===== config.mk =====
export PLATFORM = sky130hd
export DESIGN_NAME = uart_tx_arbiter_flat
export DESIGN_NICKNAME = d
export VERILOG_FILES = /design/src/rtl/uart_tx_arbiter_pkg.sv /design/src/rtl/uart_tx_arbiter_if.sv /design/src/rtl/uart_tx_arbiter_rr_pick.sv /design/src/rtl/uart_tx_arbiter.sv /design/src/flat_wrapper.sv
export SDC_FILE = /design/constraint.sdc
export NUM_CORES = 1
export LEC_CHECK = 0
export CORE_ASPECT_RATIO = 0.5
export CORE_UTILIZATION = 38
export CTS_CLUSTER_DIAMETER = 60
export DETAILED_ROUTE_END_ITERATION = 8
export PLACE_DENSITY_LB_ADDON = 0.05
export SLEW_MARGIN = 20
export SYNTH_ARGS = -nofsm -noshare
export SYNTH_HDL_FRONTEND = slang
export SYNTH_SLANG_ARGS = --single-unit

===== constraint.sdc =====
create_clock -name clk -period 1.7 [get_ports clk]
set_input_delay 0.34 -clock clk [delete_from_list [all_inputs] [get_ports clk]]
set_output_delay 0.34 -clock clk [all_outputs]
set_load 0.03 [all_outputs]

===== src/rtl/uart_tx_arbiter_pkg.sv =====
// Shared types and helpers for the UART transmit arbiter and related
// shared-peripheral logic.
package uart_pkg;

  localparam int UART_DATA_W = 8;

  typedef enum logic [1:0] {
    IDLE,
    LOAD,
    WAIT_START,
    WAIT_DONE
  } arb_state_t;

  // Number of bits needed to index 'value' distinct items.
  function automatic int clog2(input int value);
    int r;
    r = 0;
    for (int i = 0; i < 31; i++) begin
      if ((1 << i) < value) r = i + 1;
    end
    return r;
  endfunction

endpackage


===== src/rtl/uart_tx_arbiter_if.sv =====
// Requester/TX-engine side bundle of the UART transmit arbiter.
// The master side is the environment (requesters and TX engine);
// the slave side is the arbiter itself.
interface uart_tx_arbiter_if
  import uart_pkg::*;
#(
  parameter int NUM_REQ = 4,
  parameter int DATA_W  = UART_DATA_W
);
  localparam int ID_W = clog2(NUM_REQ);

  logic [NUM_REQ-1:0]        req;
  logic [NUM_REQ*DATA_W-1:0] req_data;
  logic [NUM_REQ-1:0]        ack;
  logic                      tx_rdy;
  logic                      tx_load;
  logic [DATA_W-1:0]         tx_data;
  logic [ID_W-1:0]           grant_id;
  logic                      busy;
  logic                      tmo_err;

  modport master (
    output req, req_data, tx_rdy,
    input  ack, tx_load, tx_data, grant_id, busy, tmo_err
  );

  modport slave (
    input  req, req_data, tx_rdy,
    output ack, tx_load, tx_data, grant_id, busy, tmo_err
  );

endinterface


===== src/rtl/uart_tx_arbiter_rr_pick.sv =====
// Round-robin pick: first set request at or above the pointer, wrapping
// back to 0. Purely combinational so it can front any shared resource.
module rr_pick
  import uart_pkg::*;
#(
  parameter  int NUM_REQ = 4,
  localparam int ID_W    = clog2(NUM_REQ)
) (
  input  logic [NUM_REQ-1:0] req_i,
  input  logic [ID_W-1:0]    ptr_i,
  output logic [ID_W-1:0]    idx_o,
  output logic               vld_o
);

  // Scan from the farthest offset down so the closest one to the pointer wins.
  always_comb begin
    int c;
    idx_o = '0;
    vld_o = 1'b0;
    for (int k = NUM_REQ - 1; k >= 0; k--) begin
      c = int'(ptr_i) + k;
      if (c >= NUM_REQ) c = c - NUM_REQ;
      if (req_i[c]) begin
        idx_o = ID_W'(c);
        vld_o = 1'b1;
      end
    end
  end

endmodule


===== src/rtl/uart_tx_arbiter.sv =====
// Round-robin arbiter sharing one UART TX engine between NUM_REQ requesters.
// Each grant runs LOAD (tx_load + ack pulse), then waits for the engine to
// go busy (with timeout) and to come back ready.
// Optional build macro UART_ARB_LOCK_EN adds a per-requester 'lock' input that
// keeps re-granting the last winner so multi-byte packets stay contiguous.
module uart_tx_arbiter
  import uart_pkg::*;
#(
  parameter int NUM_REQ  = 4,
  parameter int DATA_W   = UART_DATA_W,
  parameter int BUSY_TMO = 64
) (
  input  logic               clk,
  input  logic               rst,
`ifdef UART_ARB_LOCK_EN
  input  logic [NUM_REQ-1:0] lock,
`endif
  uart_tx_arbiter_if.slave   bus
);

  localparam int ID_W  = clog2(NUM_REQ);
  localparam int CNT_W = clog2(BUSY_TMO);
  localparam logic [CNT_W-1:0] CNT_LAST = CNT_W'(BUSY_TMO - 1);
  localparam logic [ID_W-1:0]  ID_LAST  = ID_W'(NUM_REQ - 1);

  arb_state_t        state_q, state_d;
  logic [ID_W-1:0]   ptr_q, ptr_d;
  logic [ID_W-1:0]   grant_q, grant_d;
  logic [DATA_W-1:0] data_q, data_d;
  logic [CNT_W-1:0]  cnt_q, cnt_d;
  logic              tmo_q, tmo_d;

  logic [ID_W-1:0]   pick_idx;
  logic              pick_vld;
  logic              hold_lock;
  logic [ID_W-1:0]   sel_idx;

  rr_pick #(.NUM_REQ(NUM_REQ)) u_pick (
    .req_i (bus.req),
    .ptr_i (ptr_q),
    .idx_o (pick_idx),
    .vld_o (pick_vld)
  );

`ifdef UART_ARB_LOCK_EN
  assign hold_lock = lock[grant_q] & bus.req[grant_q];
`else
  assign hold_lock = 1'b0;
`endif

  assign sel_idx = hold_lock ? grant_q : pick_idx;

  // State, pointer, grant and byte registers; all cleared by async reset.
  always_ff @(posedge clk or posedge rst) begin
    if (rst) begin
      state_q <= IDLE;
      ptr_q   <= '0;
      grant_q <= '0;
      data_q  <= '0;
      cnt_q   <= '0;
      tmo_q   <= 1'b0;
    end else begin
      state_q <= state_d;
      ptr_q   <= ptr_d;
      grant_q <= grant_d;
      data_q  <= data_d;
      cnt_q   <= cnt_d;
      tmo_q   <= tmo_d;
    end
  end

  // Next-state logic: arbitrate in IDLE, then follow the engine handshake.
  always_comb begin
    state_d = state_q;
    ptr_d   = ptr_q;
    grant_d = grant_q;
    data_d  = data_q;
    cnt_d   = cnt_q;
    tmo_d   = tmo_q;
    case (state_q)
      IDLE: begin
        if (bus.tx_rdy && (hold_lock || pick_vld)) begin
          grant_d = sel_idx;
          data_d  = bus.req_data[int'(sel_idx)*DATA_W +: DATA_W];
          state_d = LOAD;
          // A honoured lock leaves the rotation where it was.
          if (!hold_lock) begin
            ptr_d = (pick_idx == ID_LAST) ? '0 : pick_idx + ID_W'(1);
          end
        end
      end
      LOAD: begin
        cnt_d   = '0;
        state_d = WAIT_START;
      end
      WAIT_START: begin
        if (!bus.tx_rdy) begin
          state_d = WAIT_DONE;
        end else if (cnt_q == CNT_LAST) begin
          // Engine never took the byte: flag it and drop the byte.
          tmo_d   = 1'b1;
          state_d = IDLE;
        end else begin
          cnt_d = cnt_q + CNT_W'(1);
        end
      end
      WAIT_DONE: begin
        if (bus.tx_rdy) state_d = IDLE;
      end
      default: state_d = IDLE;
    endcase
  end

  // Pulses decode straight from state so reset kills them without a clock.
  assign bus.tx_load  = (state_q == LOAD);
  assign bus.ack      = (state_q == LOAD) ? (NUM_REQ'(1) << grant_q) : '0;
  assign bus.tx_data  = data_q;
  assign bus.grant_id = grant_q;
  assign bus.busy     = (state_q != IDLE);
  assign bus.tmo_err  = tmo_q;

endmodule


===== src/flat_wrapper.sv =====
// flat-port wrapper written by rule: the top's interface ports become plain ports
module uart_tx_arbiter_flat import uart_pkg::*;
#(
  parameter int NUM_REQ  = 4,
  parameter int DATA_W   = UART_DATA_W,
  parameter int BUSY_TMO = 64
)
  (clk, rst, bus_req, bus_req_data, bus_tx_rdy, bus_ack, bus_tx_load, bus_tx_data, bus_grant_id, bus_busy, bus_tmo_err);
  uart_tx_arbiter_if #(.NUM_REQ(NUM_REQ), .DATA_W(DATA_W)) bus_i ();
  input  logic clk;
  input  logic rst;
  input wire logic [$bits(bus_i.req)-1:0] bus_req;
  input wire logic [$bits(bus_i.req_data)-1:0] bus_req_data;
  input wire logic [$bits(bus_i.tx_rdy)-1:0] bus_tx_rdy;
  output wire logic [$bits(bus_i.ack)-1:0] bus_ack;
  output wire logic [$bits(bus_i.tx_load)-1:0] bus_tx_load;
  output wire logic [$bits(bus_i.tx_data)-1:0] bus_tx_data;
  output wire logic [$bits(bus_i.grant_id)-1:0] bus_grant_id;
  output wire logic [$bits(bus_i.busy)-1:0] bus_busy;
  output wire logic [$bits(bus_i.tmo_err)-1:0] bus_tmo_err;
  assign bus_i.req = bus_req;
  assign bus_i.req_data = bus_req_data;
  assign bus_i.tx_rdy = bus_tx_rdy;
  assign bus_ack = bus_i.ack;
  assign bus_tx_load = bus_i.tx_load;
  assign bus_tx_data = bus_i.tx_data;
  assign bus_grant_id = bus_i.grant_id;
  assign bus_busy = bus_i.busy;
  assign bus_tmo_err = bus_i.tmo_err;
  uart_tx_arbiter #(.NUM_REQ(NUM_REQ), .DATA_W(DATA_W), .BUSY_TMO(BUSY_TMO)) u_core (.clk(clk), .rst(rst), .bus(bus_i));
endmodule

-- Word level (Yosys, flattened, before mapping)
Index checks and enable logic that the tools add are counted.
- add/sub/neg operators: 9
- $lt $le $gt $ge: 8
- eq/ne operators: 10
- shift operators: 2
- multiplexer cells: 34
- reductions and logical operators: 8
- operators by type and width (kind ; number):
    $lt 32x4->1 const B ; 4
    $mux 32 ; 4
    $ge 32x4->1 const B ; 1
    $shiftx 32x6->8 ; 1
    $sub 32x4->32 const B ; 1
    $mux 2 ; 9
    $mux 1 ; 12
    $mux 6 ; 2
    $pmux 6 s2 ; 1
    $reduce_and 3->1 ; 3
    $bmux 1 s2 ; 4
    $pmux 2 s4 ; 1
    $sub 3x3->4 const B ; 2
    $add 2x2->3 const B ; 2
    $add 6x1->6 const B ; 1
    $eq 2x2->1 const B ; 3
    $eq 6x6->1 const B ; 1
    $ge 3x3->1 const B ; 2
    $ne 2x2->1 const B ; 3
    $mux 4 ; 1
    $reduce_bool 2->1 ; 2
    $shl 1x2->4 const A ; 1
    $sub 2x3->4 const B ; 1
    $add 2x1->3 const B ; 1
    other kinds (8) ; 8
- bits in registers: 21
- input port bits: 39
- output and inout port bits: 17
- logic and storage cells: 77

-- Longest topological paths before layout
- word-level depth: 13
- mapped depth: 7
- mapped depth without buffers: 6

-- Hierarchy
From an unflattened synthesis, not the netlist that was laid out.
- cells, all modules: 129
- area total of the unflattened synthesis: 1242.4 µm²
- by module, submodules not included (module ; instances ; cells an instance ; area each (µm²) ; sequential area each (µm²)):
    uart_tx_arbiter ; 1 ; 116 ; 1164.9 ; 525.5
    rr_pick ; 1 ; 13 ; 77.6 ; 0.0

-- Worst setup path before layout
Ideal clock, no wire load.
- path type: flip-flop to output port
- start: register u_core.state_q[1]
- end: output port bus_ack[1]
- arrival time: 1.405 ns
- data required time: 1.360 ns
- path slack: -0.045 ns
- cell stages (with the launch flop): 6
- path buffers: 0
- cells stage by stage: dfrtp_1 -> inv_1 -> nand2_1 -> inv_1 -> nand2_1 -> nor2_1
- word-level cells in the longest chain between the ends: 2
- ends and longest elaborated chain (element ; line ; text):
    start: declaration ; uart_tx_arbiter.sv:26 ; arb_state_t state_q, state_d;
    start signal: assignment ; uart_tx_arbiter.sv:63 ; state_q <= state_d;
    $eq 2x1->1 ; -- ;
    named net bus_tx_load ; flat_wrapper.sv:16 ; output wire logic [$bits(bus_i.tx_load)-1:0] bus_tx_load;
    $mux 4 ; uart_tx_arbiter.sv:116 ; assign bus.ack = (state_q == LOAD) ? (NUM_REQ'(1) << grant_q) : '0;
    end: declaration ; flat_wrapper.sv:15 ; output wire logic [$bits(bus_i.ack)-1:0] bus_ack;
The timed path passes the listed nets, and every way through them passes these cells.

-- Worst setup path in the final report
- start: input port bus_req[3]
- end: register u_core.data_q[0], in the netlist u_core.bus.tx_data[0]
- word-level cells in the longest chain between the ends: 9
- elaborated cells between the ends (all ways): 23
- those cells by class: shift: 1; mux: 20; reduce/logical: 2
- ends and longest elaborated chain (element ; line ; text):
    start: declaration ; flat_wrapper.sv:12 ; input wire logic [$bits(bus_i.req)-1:0] bus_req;
    branches (longest 9 deep; another with $shiftx 32x6->8) ; -- ;
    end signal: assignment ; uart_tx_arbiter.sv:66 ; data_q <= data_d;
    end: declaration ; uart_tx_arbiter.sv:29 ; logic [DATA_W-1:0] data_q, data_d;
Several ways; the timed one is not identified. The select of a mux whose other input is x is not followed.
A chain may end at the register's enable or synchronous reset.

==> results.md <==
* Leading cell type in the layout, fill and taps excluded: clkdlybuf4s50_1
* Die width at 84.2 um
* Layout cells sized above 1 at 30.7%
* First-pass GRT wire length at 5630 um
* Clock-pin slew on the worst setup and hold paths at 0.08 ns
* CTS tree: yes
* Final setup vio count at 0
* Pleak at 0.990 nW
* Post-Route WL at 3370 um
* Area of the multi-input gates at 833 um^2
* HPWL Detailed at 2380 um
* # nets final at 246
* Gate power share at 61.2%
* Sw power at 0.00131 W
* Pins Over Slew Limit at 0
* IO Pins at 56
* Crit-path max FO at 4
* Post-Syn Area per Cell at 10.3 um^2
* Full die area at 3630 um^2
* Worst Setup Start Kind: primary input
* Final period utilization at 97.4%
* Initial antenna violation count at 0
* IO buf count at 55
* Core Area at 3100 um^2
* Cts hold-fix bufs at 0
* Syn. warnings at 0
* Post-route DRC at 2
* #FFs+latches synth at 21
* Total power at 0.00308 W
* Yosys cell types at 35
* Site row count at 14
* Largest net degree at the start of global routing at 22
* Die height at 43.1 um
* Synthesized cell area at 1280 um^2
* Clk network pwr share at 10.5%
* Global route overflow at 0
* Antenna-violating nets left at 0
* Peak per-stage delay on the critical path at 0.57 ns
* Clock root cell: clkbuf_8
* R2R Setup Slk at 0.07 ns
* DP Worst Slack at -0.527 ns
* Slew HR at 78.1%
* GRT Util Overall at 20.5%
* Antenna diodes at 0
* CP required at 1.87 ns
* Crit path cell chain: dlygate4sd2_1 -> or4_4 -> nand3_4 -> buf_4 -> a2111oi_4 -> nor4b_4
* Finished Layout Cells at 245
* Initial core utilization at 41.4%
* Sequential Area at 528 um^2
* CTS buffer count at 3
* Layout area overhead at 71.5%
* Clock Skew at 0.00530 ns
* 1st-iter DRT viols at 50
* Vias at 1,233
* P per Cell Area at 1400 nW/um^2
* Setup ws final at 0.0437 ns
* CP max stage cell: or4_4
* Commonest non-fill, non-tap cells in the layout: clkdlybuf4s50_1, buf_4, nand2_1
* Pint at 0.00177 W
* Worst slew pin tran at 0.327 ns
* Max clock buf depth at 2
* Drt via density at 5.03
* Post-Route Utilization at 71.1%
* VDD IR max at 0.633 mV
* Max-Cap Viols at 0
* Post-Syn Nets at 165
* Synthesized instance count at 125
* Max Freq at 604 MHz
* Vias in the first global route at 1,260
* H-Tree Level Count at 1
* Crit Path Class: in2reg
* Sw Ratio at 42.5%
* Filler cells at 239
* Clock Latency Late Sink at 0.26 ns
* Setup TNS at 0 ns
* Setup crit end kind: flip-flop
* Crit path arrival time at 1.83 ns
* Status: complete, but fails checks
* Worst r2r path cells at 6
* WL per Instance at 13.8 um
* Post-synthesis sequential area ratio at 40.9%
* Worst min path class: in2async
* Failing checks: DRC
* Min Tclk post-route at 1.66 ns
* Final Hold Fails at 0
* Final RePlAce weighted congestion at 0.827
* Reg power frac at 28.3%
* Inst Count DP at 234
* # clock sinks at 21
* DRT Pass-1 Iters at 6
area by class of cell:
type	instances	area share, %
Multi-Input combinational cell	97	37.8
Timing Repair Buffer	79	33.2
Sequential cell	21	24.0
Tap cell	40	2.27
Clock buffer	3	1.87
Inverter	4	0.681
Clock inverter	1	0.227
metal layers:
metal / global-route usage (%) / vias up / share of wire, %
li1: - / 615 / -
met1: 23.6 / 565 / 43
met2: 35.2 / 49 / 48
met3: 8.75 / 4 / 8.4
met4: 6.55 / 0 / 1.1
met5: 0 / - / 0
state kept, by name (all words and copies together) (netlist names):
name / flops
u_core.bus.grant_id: 2
u_core.bus.tmo_err: 1
u_core.bus.tx_data: 8
u_core.cnt_q: 6
u_core.ptr_q: 2
u_core.state_q: 2
through the flow:
stage               hold slack [ns]  area [um^2]
floorplan                     0.317         1290
global placement              0.443         1990
detailed placement            0.448         1990
CTS                           0.417         2120
global route                  0.451         2200
finish                        0.411         2200
kinds of logic after synthesis:
family | count (synthesis) | share of synthesized area (%)
mux | 15 | 11.7
fa+ha+maj | 1 | 0.974
compound gates | 21 | 15.0
flops | 21 | 40.9
buf+inv | 8 | 3.80
simple gates | 54 | 24.2
xor+xnor | 5 | 3.41
power by group through the flow:
stage	registers, W	clock network [W]	logic [W]
3_3_place_gp	0.000855	0	0.00164
3_5_place_dp	0.000854	0	0.00166
4_1_cts	0.000854	0.000344	0.00176
6_report	0.000872	0.000325	0.00189
5_1_grt	0.000899	0.000359	0.00202
2_1_floorplan	0.00105	0	0.000783
worst max-delay path: cells and delay by family:
| kind | cells | cell delay, ns |
|---|---|---|
| AND/OR/NAND/NOR | 3 | 0.94 |
| buffers and inverters | 2 | 0.48 |
| AO/OA/AOI/OAI | 1 | 0.06 |
cell usage after synthesis (all sizes together):
library cell / count / share of area (%)
ha: 1 / 0.97
nor4: 1 / 0.97
nor3: 1 / 0.39
nand2: 24 / 7.0
o21a: 1 / 0.58
or3: 1 / 0.49
nand3: 1 / 1.4
nor3b: 1 / 0.58
a21o: 1 / 0.58
o21bai: 1 / 0.58
nor2b: 4 / 1.9
a311oi: 1 / 1.2
a211o: 2 / 1.4
nor4b: 2 / 3.0
dfrtp: 21 / 41
o221ai: 7 / 4.8
o21ai: 6 / 2.6
and3: 6 / 2.9
buf: 3 / 2.3
xor2: 4 / 2.7
and2: 1 / 0.49
clkbuf: 1 / 0.29
inv: 4 / 1.2
mux2i: 15 / 12
nand4: 1 / 0.49
or4: 1 / 0.88
nor2: 10 / 3.7
xnor2: 1 / 0.68
a2111oi: 2 / 3.3
worst paths after layout:
path                                     from                     end
setup / recovery                   bus_req[3]   u_core.bus.tx_data[0]
hold reg to reg            u_core.bus.tmo_err      u_core.bus.tmo_err
setup reg to reg              u_core.ptr_q[0]   u_core.bus.tx_data[0]
hold / removal                            rst  u_core.bus.grant_id[0]
max in group asynchronous                 rst         u_core.ptr_q[1]
min in group clk           u_core.bus.tmo_err      u_core.bus.tmo_err
repair_timing:
action,4_1_cts,5_1_grt
buffers inserted,2,4
gates resized for setup,24,14
pin swaps,4,5
setup endpoints to repair,18,14
gates cloned,1,0
Note: power is estimated with default switching activity, not from simulation.
